===== config.mk =====
export PLATFORM = sky130hd
export DESIGN_NAME = cmd_dispatcher
export DESIGN_NICKNAME = d
export VERILOG_FILES = /design/src/rtl/cmd_types_pkg.sv /design/src/rtl/cmd_opcode_lookup.sv /design/src/rtl/cmd_dispatcher.sv
export SDC_FILE = /design/constraint.sdc
export NUM_CORES = 1
export LEC_CHECK = 0
export CORE_MARGIN = 2
export CORE_UTILIZATION = 50
export DETAILED_ROUTE_END_ITERATION = 10
export HOLD_SLACK_MARGIN = 0.03
export MAX_ROUTING_LAYER = met4
export PLACE_DENSITY = 0.9
export SYNTH_ARGS = -nofsm -noshare
export SYNTH_HDL_FRONTEND = slang
export SYNTH_HIERARCHICAL = 1
export SYNTH_SLANG_ARGS = --single-unit
export TNS_END_PERCENT = 100

===== constraint.sdc =====
create_clock -name clk -period 3.07 [get_ports clk]
set_input_delay 0.614 -clock clk [delete_from_list [all_inputs] [get_ports clk]]
set_output_delay 0.614 -clock clk [all_outputs]
set_load 0.01 [all_outputs]

===== src/rtl/cmd_types_pkg.sv =====
// Shared types, FSM states and response codes for the command dispatcher.
package cmd_types_pkg;

    typedef logic [7:0] byte_t;

    typedef enum logic [1:0] {
        IDLE,
        PAYLOAD,
        DISPATCH,
        RESPOND
    } cmd_disp_state_t;

    localparam byte_t RESP_ACK          = 8'hAC;
    localparam byte_t RESP_NACK_UNKNOWN = 8'hE1;
    localparam byte_t RESP_NACK_TIMEOUT = 8'hE2;

    function automatic logic [15:0] sat_inc16(input logic [15:0] v);
        return (v == 16'hFFFF) ? v : v + 16'd1;
    endfunction

endpackage


===== src/rtl/cmd_opcode_lookup.sv =====
// Combinational opcode table match; lowest table index wins on duplicates.
module cmd_opcode_lookup
    import cmd_types_pkg::*;
#(
    parameter int    N_CMDS              = 4,
    parameter int    IDX_W               = 2,
    parameter int    LEN_W               = 6,
    parameter byte_t CMD_OPCODES [N_CMDS] = '{8'hA0, 8'hA1, 8'hB0, 8'hC0},
    parameter int    CMD_LENGTHS [N_CMDS] = '{1, 24, 20, 0}
) (
    input  byte_t            opcode,
    output logic             hit,
    output logic [IDX_W-1:0] idx,
    output logic [LEN_W-1:0] len
);

    // Scan from the top so the lowest matching entry is written last.
    always_comb begin
        hit = 1'b0;
        idx = '0;
        len = '0;
        for (int i = N_CMDS - 1; i >= 0; i--) begin
            if (opcode == CMD_OPCODES[i]) begin
                hit = 1'b1;
                idx = IDX_W'(i);
                len = LEN_W'(CMD_LENGTHS[i]);
            end
        end
    end

endmodule


===== src/rtl/cmd_dispatcher.sv =====
// Table-driven command front end: opcode match, payload collection,
// wide-word dispatch and ACK/NACK response with stall timeout.
module cmd_dispatcher
    import cmd_types_pkg::*;
#(
    parameter int    N_CMDS              = 4,
    parameter int    MAX_PAYLOAD_BYTES   = 32,
    parameter byte_t CMD_OPCODES [N_CMDS] = '{8'hA0, 8'hA1, 8'hB0, 8'hC0},
    parameter int    CMD_LENGTHS [N_CMDS] = '{1, 24, 20, 0},
    parameter int    TIMEOUT_CYCLES      = 1_000_000,
    parameter bit    RESP_ENABLE         = 1'b1,
    localparam int   IDX_W = (N_CMDS > 1) ? $clog2(N_CMDS) : 1,
    localparam int   PL_W  = 8 * MAX_PAYLOAD_BYTES
) (
    input  logic             clk,
    input  logic             rstn,
    input  logic             cmd_in_valid,
    output logic             cmd_in_ready,
    input  logic [7:0]       cmd_in_data,
    output logic             cmd_out_valid,
    input  logic             cmd_out_ready,
    output logic [7:0]       cmd_out_data,
    output logic             pl_valid,
    input  logic             pl_ready,
    output logic [IDX_W-1:0] pl_cmd_idx,
    output logic [PL_W-1:0]  pl_data,
    output logic [15:0]      err_unknown,
    output logic [15:0]      err_timeout
);

    localparam int CNT_W = $clog2(MAX_PAYLOAD_BYTES + 1);
    localparam int TO_W  = (TIMEOUT_CYCLES > 0) ? $clog2(TIMEOUT_CYCLES + 1) : 1;
    localparam logic [TO_W-1:0] TO_MAX = TO_W'(TIMEOUT_CYCLES);
    localparam bit TO_EN = (TIMEOUT_CYCLES != 0);

    if (N_CMDS < 1) begin : g_bad_n
        $error("cmd_dispatcher: N_CMDS must be at least 1");
    end

    for (genvar g = 0; g < N_CMDS; g++) begin : g_len_chk
        if (CMD_LENGTHS[g] > MAX_PAYLOAD_BYTES) begin : g_bad_len
            $error("cmd_dispatcher: CMD_LENGTHS entry exceeds MAX_PAYLOAD_BYTES");
        end
    end

    cmd_disp_state_t  state;
    logic [CNT_W-1:0] remain;
    logic [TO_W-1:0]  idle_cnt;
    logic             lk_hit;
    logic [IDX_W-1:0] lk_idx;
    logic [CNT_W-1:0] lk_len;
    logic             in_fire;
    logic             to_hit;
    logic [PL_W-1:0]  pl_shift;

    cmd_opcode_lookup #(
        .N_CMDS      (N_CMDS),
        .IDX_W       (IDX_W),
        .LEN_W       (CNT_W),
        .CMD_OPCODES (CMD_OPCODES),
        .CMD_LENGTHS (CMD_LENGTHS)
    ) u_lookup (
        .opcode (cmd_in_data),
        .hit    (lk_hit),
        .idx    (lk_idx),
        .len    (lk_len)
    );

    assign in_fire  = cmd_in_valid & cmd_in_ready;
    assign to_hit   = TO_EN && (idle_cnt == TO_MAX);
    assign pl_shift = (pl_data << 8) | PL_W'(cmd_in_data);

    always_ff @(posedge clk or negedge rstn) begin
        if (!rstn) begin
            state         <= IDLE;
            cmd_in_ready  <= 1'b0;
            cmd_out_valid <= 1'b0;
            cmd_out_data  <= '0;
            pl_valid      <= 1'b0;
            pl_cmd_idx    <= '0;
            pl_data       <= '0;
            err_unknown   <= '0;
            err_timeout   <= '0;
            remain        <= '0;
            idle_cnt      <= '0;
        end else begin
            unique case (state)
                IDLE: begin
                    cmd_in_ready <= 1'b1;
                    if (in_fire) begin
                        pl_data  <= '0;
                        remain   <= lk_len;
                        idle_cnt <= '0;
                        if (lk_hit) begin
                            pl_cmd_idx <= lk_idx;
                            if (lk_len != '0) begin
                                state <= PAYLOAD;
                            end else begin
                                state        <= DISPATCH;
                                pl_valid     <= 1'b1;
                                cmd_in_ready <= 1'b0;
                            end
                        end else begin
                            err_unknown <= sat_inc16(err_unknown);
                            if (RESP_ENABLE) begin
                                state         <= RESPOND;
                                cmd_out_valid <= 1'b1;
                                cmd_out_data  <= RESP_NACK_UNKNOWN;
                                cmd_in_ready  <= 1'b0;
                            end
                        end
                    end
                end
                PAYLOAD: begin
                    // An accepted byte always beats an expiring timer.
                    if (in_fire) begin
                        pl_data  <= pl_shift;
                        remain   <= remain - CNT_W'(1);
                        idle_cnt <= '0;
                        if (remain == CNT_W'(1)) begin
                            state        <= DISPATCH;
                            pl_valid     <= 1'b1;
                            cmd_in_ready <= 1'b0;
                        end
                    end else if (to_hit) begin
                        pl_data     <= '0;
                        idle_cnt    <= '0;
                        err_timeout <= sat_inc16(err_timeout);
                        if (RESP_ENABLE) begin
                            state         <= RESPOND;
                            cmd_out_valid <= 1'b1;
                            cmd_out_data  <= RESP_NACK_TIMEOUT;
                            cmd_in_ready  <= 1'b0;
                        end else begin
                            state <= IDLE;
                        end
                    end else begin
                        idle_cnt <= idle_cnt + TO_W'(1);
                    end
                end
                DISPATCH: begin
                    if (pl_ready) begin
                        pl_valid <= 1'b0;
                        if (RESP_ENABLE) begin
                            state         <= RESPOND;
                            cmd_out_valid <= 1'b1;
                            cmd_out_data  <= RESP_ACK;
                        end else begin
                            state        <= IDLE;
                            cmd_in_ready <= 1'b1;
                        end
                    end
                end
                RESPOND: begin
                    if (cmd_out_ready) begin
                        state         <= IDLE;
                        cmd_out_valid <= 1'b0;
                        cmd_in_ready  <= 1'b1;
                    end
                end
            endcase
        end
    end

endmodule


After elaboration in Yosys (flattened, before gate mapping)

Cells that the tools add are included.

Add/subtract/negate cells: 4
Equality and inequality tests: 23
Mux-type cells: 59
Bitwise logic cells: 7
Reduce and logical (&&, ||, !) cells: 15

Operators with widths:

| operator                                             | number |
|---|---|
| two-way mux 256 bit                                  | 3 |
| case mux 256 bit (2 select lines)                    | 1 |
| OR 256 x 8 -> 256 bit                                | 1 |
| two-way mux 20 bit                                   | 3 |
| two-way mux 8 bit                                    | 5 |
| case mux 20 bit (2 select lines)                     | 1 |
| adder 16 x 1 -> 16 bit (second input constant)       | 2 |
| equality test 16 bit (second input constant)         | 2 |
| equality test 8 bit (second input constant)          | 4 |
| two-way mux 2 bit                                    | 12 |
| case mux 8 bit (3 select lines)                      | 1 |
| two-way mux 1 bit                                    | 23 |
| adder 20 x 1 -> 20 bit (second input constant)       | 1 |
| equality test 20 bit (second input constant)         | 1 |
| != test 2 bit (second input constant)                | 10 |
| two-way mux 5 bit                                    | 3 |
| two-way mux 6 bit                                    | 2 |
| case mux 6 bit (2 select lines)                      | 1 |
| AND reduction 4 bit                                  | 3 |
| AND reduction 6 bit                                  | 2 |
| AND reduction 3 bit                                  | 3 |
| case mux 2 bit (4 select lines)                      | 1 |
| AND reduction 7 bit                                  | 1 |
| equality test 6 x 1 -> 1 bit (second input constant) | 1 |
| 14 further kinds                                     | 21 |

Register bits after elaboration: 329
Input bits: 13
Logic and storage cells: 119

Longest topological paths before layout

Word-level depth: 9
Gate-level depth with buffers: 10
Depth with buffers taken out: 8

Cells and area by module

The synthesis kept the hierarchy.

By module, submodules not included:

| module            | times used | cells an instance | area an instance (µm²) | seq. area each (µm²) |
|---|---|---|---|---|
| cmd_dispatcher    | 1          | 967               | 12797.3                | 8157.8 |
| cmd_opcode_lookup | 1          | 23                | 148.9                  | 0.0 |

Least setup slack after synthesis

OpenSTA, ideal clock, no wires.

Path type: input-to-reg
Start point: in cmd_in_data[3]
End point: reg state[1]
Setup time: 0.125 ns
Data arrival time: 2.349 ns
Required time: 2.945 ns
Setup slack: 0.596 ns
Stages: 7
Cells stage by stage: or4b_4 or3b_4 nor3_2 nor2_1 a21boi_0 a21oi_1 mux2_4

RTL lines:

| what                              | line                    | RTL |
|---|---|---|
| start: declaration                | cmd_dispatcher.sv:19    | `input logic [7:0] cmd_in_data,` |
| equality test 8 bit               | cmd_opcode_lookup.sv:23 | `if (opcode == CMD_OPCODES[i]) begin` |
| two-way mux 5 bit                 | cmd_opcode_lookup.sv:23 |  |
| two-way mux 5 bit *               | cmd_opcode_lookup.sv:23 |  |
| net lk_len[0]                     | cmd_dispatcher.sv:51    | `logic [CNT_W-1:0] lk_len;` |
| nonzero test 6 bit *              | cmd_dispatcher.sv:96    | `if (lk_len != '0) begin` |
| two-way mux 2 bit *               | cmd_dispatcher.sv:96    |  |
| two-way mux 2 bit *               | cmd_dispatcher.sv:94    | `if (lk_hit) begin` |
| two-way mux 2 bit *               | cmd_dispatcher.sv:90    | `if (in_fire) begin` |
| case mux 2 bit (4 select lines) * | cmd_dispatcher.sv:87    | `unique case (state)` |
| end signal: assignment            | cmd_dispatcher.sv:97    | `state <= PAYLOAD;` |
| end signal: assignment            | cmd_dispatcher.sv:99    | `state <= DISPATCH;` |
| end signal: assignment            | cmd_dispatcher.sv:106   | `state <= RESPOND;` |
| end: declaration                  | cmd_dispatcher.sv:46    | `cmd_disp_state_t state;` |

Mark *: on every way through the listed nets, which the timed path passes. The rest lies on a longest branch. The select of a mux whose other input is x is not followed.
A chain may end at the register's enable or synchronous reset.

Final worst setup path

Start point: reg err_timeout[0]
End point: reg err_timeout[5]

Word-level cells in the longest chain between the ends: 3

Ends and longest elaborated chain:

| what                                                                           | line                  | RTL |
|---|---|---|
| start: declaration                                                             | cmd_dispatcher.sv:28  | `output logic [15:0] err_timeout` |
| start signal: assignment                                                       | cmd_dispatcher.sv:128 | `err_timeout <= sat_inc16(err_timeout);` |
| parallel branches: the longest is 3 deep, another holds adder 16 x 1 -> 16 bit | -                     |  |

Several ways; the timed one is not identified.

==> impl_metrics.yaml <==
run_status:
  outcome: "complete, no violations"
global_route:
  grt_first_pass_wirelength_um: 56300
  overflow: 0
  grt.total_usage_pct: 27.3
  grt_pass1_vias: 9733
  grt_max_degree: 156
  antenna_found_initial: 0
synthesis:
  yosys_warnings: 6
  synth.yosys.seq_area_share_pct: 63.0
  synthDistinctLibCells: 59
  yosys.area.top_type: "dfrtp_1"
  syn_area_per_cell_um2: 13.1
  netlist_area_mm2: 0.0129
  synth-edff-count: 0
  synthTopCellsByArea: "dfrtp_1 (63%), a22o_1 (18%), xor2_1 (1.4%)"
  ys.flop_type: "dfrtp_1"
  synthCells: 990
  async_flop_share_pct: 100
  synth_top_cell_area_share_pct: 63.0
  ys_ff_latch: 326
cts:
  clock-sinks: 326
  cts_root_buffer: "clkbuf_16"
  cts_resized: 0
  cts_tree: "done"
  clk_latency_ns: 0.52
  clockBufferDepth: 3
  cts.clk_slew.worst_paths_ns: 0.06
  postCtsSetupRepairBufs: 0
  h-tree-depth: 2
  cts_buffers: 35
  postCtsHoldBufs: 0
place:
  hpwl_um: 24200
  gp_congestion: 0.858
  placed_cells: 1590
  port_buffers: 312
  placed_cell_area_mm2: 0.0165
  dpl_worst_slack_ns: -0.0592
finish:
  area_growth_pct: 36.8
  final_nets: 1322
  final_layout_size_suffix_gt1_share_pct: 9.22
  fin_area_mm2: 0.0177
  fill_cells: 1679
  instances_no_fill: 1653
  antenna_cells: 0
sta:
  period_needed_ns: 2.62
  max_freq_ghz: 0.381
  hold_viol: 0
  worstMarginPinSlew_ns: 0.770
  finClkSkew_ns: 0.0204
  relSlewSlack_pct: 48.7
  rsz0062_at_grt: "no"
  final-max-slew-violation-count: 0
  layout_setup_ws_ns: 0.448
  period_share_pct: 85.4
  setup_viol: 0
critical_path:
  critical_path.startpoint_type: "register"
  regToRegSetupSlack_ns: 0.45
  critPathCaptureType: "register"
  cp_cell_sequence: "ha_1 -> nand3_1 -> nor4_1 -> and3_1 -> buf_4 -> nor4_2 -> xnor2_1"
  worst-path-buf-inv: 1
  regToRegStartpoint: "err_timeout[0]"
  critPathArrivalTime_ns: 3.00
  crit_type: "reg2reg"
  r2r_cells: 7
  max_stage_delay_ns: 0.62
  path_depth: 7
  crit_family: "simple AND/OR/NAND/NOR gates"
  rr_endpoint: "err_timeout[5]"
  crit_slowest_cell: "and3_1"
  crit_fanout: 11
  cp.required_ns: 3.45
power_and_ir_drop:
  ir_drop_mv: 0.396
  leakagePower_nw: 8.01
  powerDensity_mw_per_mm2: 661
  total_power_mw: 11.7
route:
  first_iter_violations: 961
  drt_pass1_iterations: 5
  ant_nets: 0
  routedWlPerCell_um: 21.9
  via_per_inst: 6.07
  via_count: 10028
  drt-total-wl_um: 36200
  drc: 0
hold_path:
  hold_class: "in2async"
floorplan:
  num_rows: 58
  die_w_um: 165
  core-area_mm2: 0.0253
  initial_core_util_pct: 51.1
  die_y_um: 165
  die_area_mm2: 0.0272
  io_pins: 314
run:
  drv_cap: 0
[per-layer routing]
| metal | vias to the layer above | track usage, % | wire length (um) |
|---|---|---|---|
| li1 | 4368 | - | - |
| met1 | 5084 | 36.4 | 14800 |
| met2 | 497 | 41.5 | 17200 |
| met3 | 79 | 6.50 | 3040 |
| met4 | 0 | 9.09 | 1220 |
| met5 | - | - | 0 |
[area by class of cell]
cell class | count | area (um^2) | share of cell area [%]
clock buffer | 48 | 1020 | 5.74
timing repair buffer | 347 | 3530 | 19.9
sequential | 326 | 8160 | 46.1
multi-input combinational | 572 | 4370 | 24.7
clock inverter | 15 | 170 | 0.961
tap | 330 | 413 | 2.33
inverter | 15 | 56.3 | 0.318
[stage by stage]
step | util [%] | TNS [ns] | hold slack, ns
after floorplan | - | 0 | 0.318
after global placement | 65.3 | -0.00129 | 0.473
after detailed placement | 65.3 | -0.0592 | 0.482
after CTS | 69.9 | 0 | 0.117
after global routing | 69.9 | 0 | 0.137
final | 69.9 | 0 | 0.0939
[placed cells by master (no fill, tap or decap), types with 4 or more instances in the layout]
cell type	count
o22a_1	4
nor3_1	9
o22ai_1	5
nand2_1	28
and3_1	11
xor2_1	20
nand4_1	19
clkinv_2	8
nor3_2	7
a22o_1	262
buf_12	11
inv_1	15
nor2_1	37
o21ai_0	16
clkdlybuf4s50_1	311
a21oi_1	14
dfrtp_1	326
clkbuf_8	7
buf_4	24
nor2b_1	6
mux2i_1	5
nand2b_1	6
nand3_1	31
xnor2_1	14
clkbuf_1	5
clkbuf_16	36
nor4_1	7
o31ai_1	4
ha_1	12
mux2_2	7
[cells in the mapped netlist, types with 6 or more instances]
master    number
nor3_2         7
nand2b_1       6
nand2_1       29
nand3_1       31
a21oi_1       14
ha_1          12
xnor2_1       14
nor3_1         9
clkbuf_1      42
nor2_1        37
and3_1        12
dfrtp_1      326
inv_1         15
a22o_1       262
buf_2         26
mux2_2         7
xor2_1        20
o21ai_0       16
nand4_1       19
nor4_1         7
buf_4          6
nor2b_1        6
[worst register-to-register path: stages (launching register included)]
cell,delay [ns]
dfrtp_1,0.45
ha_1,0.31
nand3_1,0.12
nor4_1,0.54
and3_1,0.62
buf_4,0.24
nor4_2,0.06
xnor2_1,0.16
[power breakdown]
part           switching, mW  total (mW)  leakage, nW  internal [mW]
combinational           1.63        2.63         2.93           1.00
clock                   1.70        4.28        0.585           2.58
sequential             0.271        4.80         4.50           4.52
total                   3.60        11.7         8.01           8.11
[registers in the layout (all words and copies together), names as in the netlist]
| register | count |
|---|---|
| cmd_out_data | 5 |
| pl_valid | 1 |
| pl_cmd_idx | 2 |
| err_unknown | 16 |
| idle_cnt | 20 |
| remain | 6 |
| cmd_in_ready | 1 |
| cmd_out_valid | 1 |
| state | 2 |
| err_timeout | 16 |
| pl_data | 256 |
[logic make-up after synthesis]
| group | Yosys count | share of synthesized area (%) |
|---|---|---|
| other cells | 2 | 0.0580 |
| fa+ha+maj | 12 | 1.16 |
| flops | 326 | 63.0 |
| buf+inv | 93 | 3.35 |
| mux | 13 | 1.11 |
| xor+xnor | 34 | 2.30 |
| simple gates | 185 | 8.02 |
| compound gates | 325 | 21.0 |
[worst max path at each step]
stage	to	slack (ns)	startpoint
6_report	err_timeout[5]	0.45	err_timeout[0]
5_1_grt	err_timeout[8]	0.36	err_timeout[0]
4_1_cts	state[1]	0.47	cmd_in_data[2]
3_5_place_dp	state[1]	-0.06	cmd_in_data[2]
3_3_place_gp	state[1]	-0.001	cmd_in_data[2]
2_1_floorplan	state[1]	0.60	cmd_in_data[3]
Note: power is estimated with default switching activity, not from simulation.
==> variant, RTL diff (same flow settings) <==
Put one more register stage on the output `err_unknown`, with the module's reset. The value now appears one clock later. The other outputs are not delayed to match.
--- a/src/rtl/cmd_dispatcher.sv
+++ b/src/rtl/cmd_dispatcher.sv
@@ -32,6 +32,8 @@
     localparam int TO_W  = (TIMEOUT_CYCLES > 0) ? $clog2(TIMEOUT_CYCLES + 1) : 1;
     localparam logic [TO_W-1:0] TO_MAX = TO_W'(TIMEOUT_CYCLES);
     localparam bit TO_EN = (TIMEOUT_CYCLES != 0);
+
+    logic [15:0] err_unknown_s0;
 
     if (N_CMDS < 1) begin : g_bad_n
         $error("cmd_dispatcher: N_CMDS must be at least 1");
@@ -79,7 +81,7 @@
             pl_valid      <= 1'b0;
             pl_cmd_idx    <= '0;
             pl_data       <= '0;
-            err_unknown   <= '0;
+            err_unknown_s0 <= '0;
             err_timeout   <= '0;
             remain        <= '0;
             idle_cnt      <= '0;
@@ -101,7 +103,7 @@
                                 cmd_in_ready <= 1'b0;
                             end
                         end else begin
-                            err_unknown <= sat_inc16(err_unknown);
+                            err_unknown_s0 <= sat_inc16(err_unknown_s0);
                             if (RESP_ENABLE) begin
                                 state         <= RESPOND;
                                 cmd_out_valid <= 1'b1;
@@ -162,5 +164,13 @@
         end
     end
 
+    always_ff @(posedge clk or negedge rstn) begin
+        if (!rstn) begin
+            err_unknown <= '0;
+        end else begin
+            err_unknown <= err_unknown_s0;
+        end
+    end
+
 endmodule
 
Behaviour: not the same (Yosys sat finds a counterexample within 4 cycles, from zero or initial values and one cycle with rstn low).
==> variant against the unedited design <==
The run now ends with design-rule violations left; sequential cell count is 16 higher; final cell count up 1.5%; sequential share of layout area up 0.92 points; routed wire length rose by 1.6%; largest power group unchanged; maximum frequency grew 1.3%; sequential power rose by 5.6%; register-to-register slack improved by 0.08 ns; final area grew 2.9%; critical path type is now input port to flop; worst setup slack improved by 0.035 ns; non-clock buffer count decreased by 4; synthesized area grew 2.9%; critical path depth grew 1; power is 5.6% higher; synthesized cell count increased by 1.4%.
==> variant: results (changes against the unedited design) <==
GP Congestion - 0.876 (was 0.858)
main area contributors after synthesis - dfrtp_1, a22o_1, nand3_1 (was dfrtp_1, a22o_1, xor2_1)
CP peak stage delay - 0.56 ns (was 0.62 ns)
Worst-Margin Slew - 0.616 ns (was 0.770 ns)
FILL cells - 1751 (was 1679)
pwr/cell area - 679 nW/um2 (was 661 nW/um2)
Initial DRT Pass Iterations - 10 (was 5)
Routed WL per cell - 21.9 um (about the same)
Sw Pwr - 3.82 mW (was 3.60 mW)
gr usage total - 0.270 (was 0.273)
First DRT Iteration DRCs - 1032 (was 961)
Detailed Place HPWL - 24.5 mm (was 24.2 mm)
adder-cell share of the synthesized area - 0.0113 (was 0.0116)
status - finished, violations left (was completed)
first-pass GRT wire length - 58.8 mm (was 56.3 mm)
Static Leak - 8.29 nW (was 8.01 nW)
most frequent cells after synthesis - dfrtp_1, a22o_1, clkbuf_1, nand3_1, nor2_1 (was dfrtp_1, a22o_1, clkbuf_1, nor2_1, nand3_1)
mux contribution to synthesized area - 0.0114 (was 0.0111)
combinational cell fraction of total power - 0.222 (was 0.225)
Worst EP arrival - 2.98 ns (was 3.00 ns)
met3 WL post-DR - 2.58 mm (was 3.04 mm)
final wirelength - 36.8 mm (was 36.2 mm)
DRT met1 WL - 14.9 mm (was 14.8 mm)
fin nets - 1340 (was 1322)
skew final - 0.0160 ns (was 0.0204 ns)
Layout area overhead - 36.7% (was 36.8%)
Seq/Total Area, Yosys - 0.642 (was 0.630)
grt met2 use - 0.417 (was 0.415)
CP Max Fanout - 4 (was 11)
failing checks - design-rule violations
worst vdd ir - 0.539 mV (was 0.396 mV)
metal2 WL - 17.6 mm (was 17.2 mm)
XOR/XNOR Fraction of Synth Area - 0.0203 (was 0.0230)
pin count of the biggest net entering global routing - 104 (was 156)
CTS buffer count - 37 (was 35)
CP max-delay cell - or4b_4 (was and3_1)
synth unique cells - 63 (was 59)
share of post-route cells with drive strength above 1 - 0.0871 (was 0.0922)
met1 Resource Use GR - 0.352 (was 0.364)
Inst Count DP - 1611 (was 1590)
compound-cell area share of the yosys netlist - 0.205 (was 0.210)
diodes inserted - 0 (unchanged)
dpl cell area - 16900 um2 (was 16500 um2)
GR Util met3 - 0.0501 (was 0.0650)
vias in the first global route - 10200 (was 9733)
# DRC - 22 (was 0)
vias per inst - 6.08 (was 6.07)
cells after synthesis - 1004 (was 990)
variant: worst paths after layout:
check	start	end	slack, ns	cells past startpoint
min	rstn	remain[0]$_DFFE_PN0P_	0.06	1
max	cmd_in_data[3]	state[1]$_DFFE_PN0P_	0.48	8
max reg2reg	idle_cnt[12]$_DFFE_PN0P_	pl_data[209]$_DFFE_PN0P_	0.53	6
min reg2reg	err_unknown_s0[15]$_DFFE_PN0P_	err_unknown[15]$_DFF_PN0_	0.38	0
max in group asynchronous	rstn	pl_data[167]$_DFFE_PN0P_	2.10	2
min in group clk	err_unknown_s0[15]$_DFFE_PN0P_	err_unknown[15]$_DFF_PN0_	0.38	0
variant: final cells by class:
cell class | instances | share of cell area
Clock buffer | 54 | 0.0615
Multi-Input combinational cell | 575 | 0.241
Tap cell | 335 | 0.0230
Clock inverter | 13 | 0.00852
Inverter | 16 | 0.00330
Timing Repair Buffer | 343 | 0.193
Sequential cell | 342 | 0.470
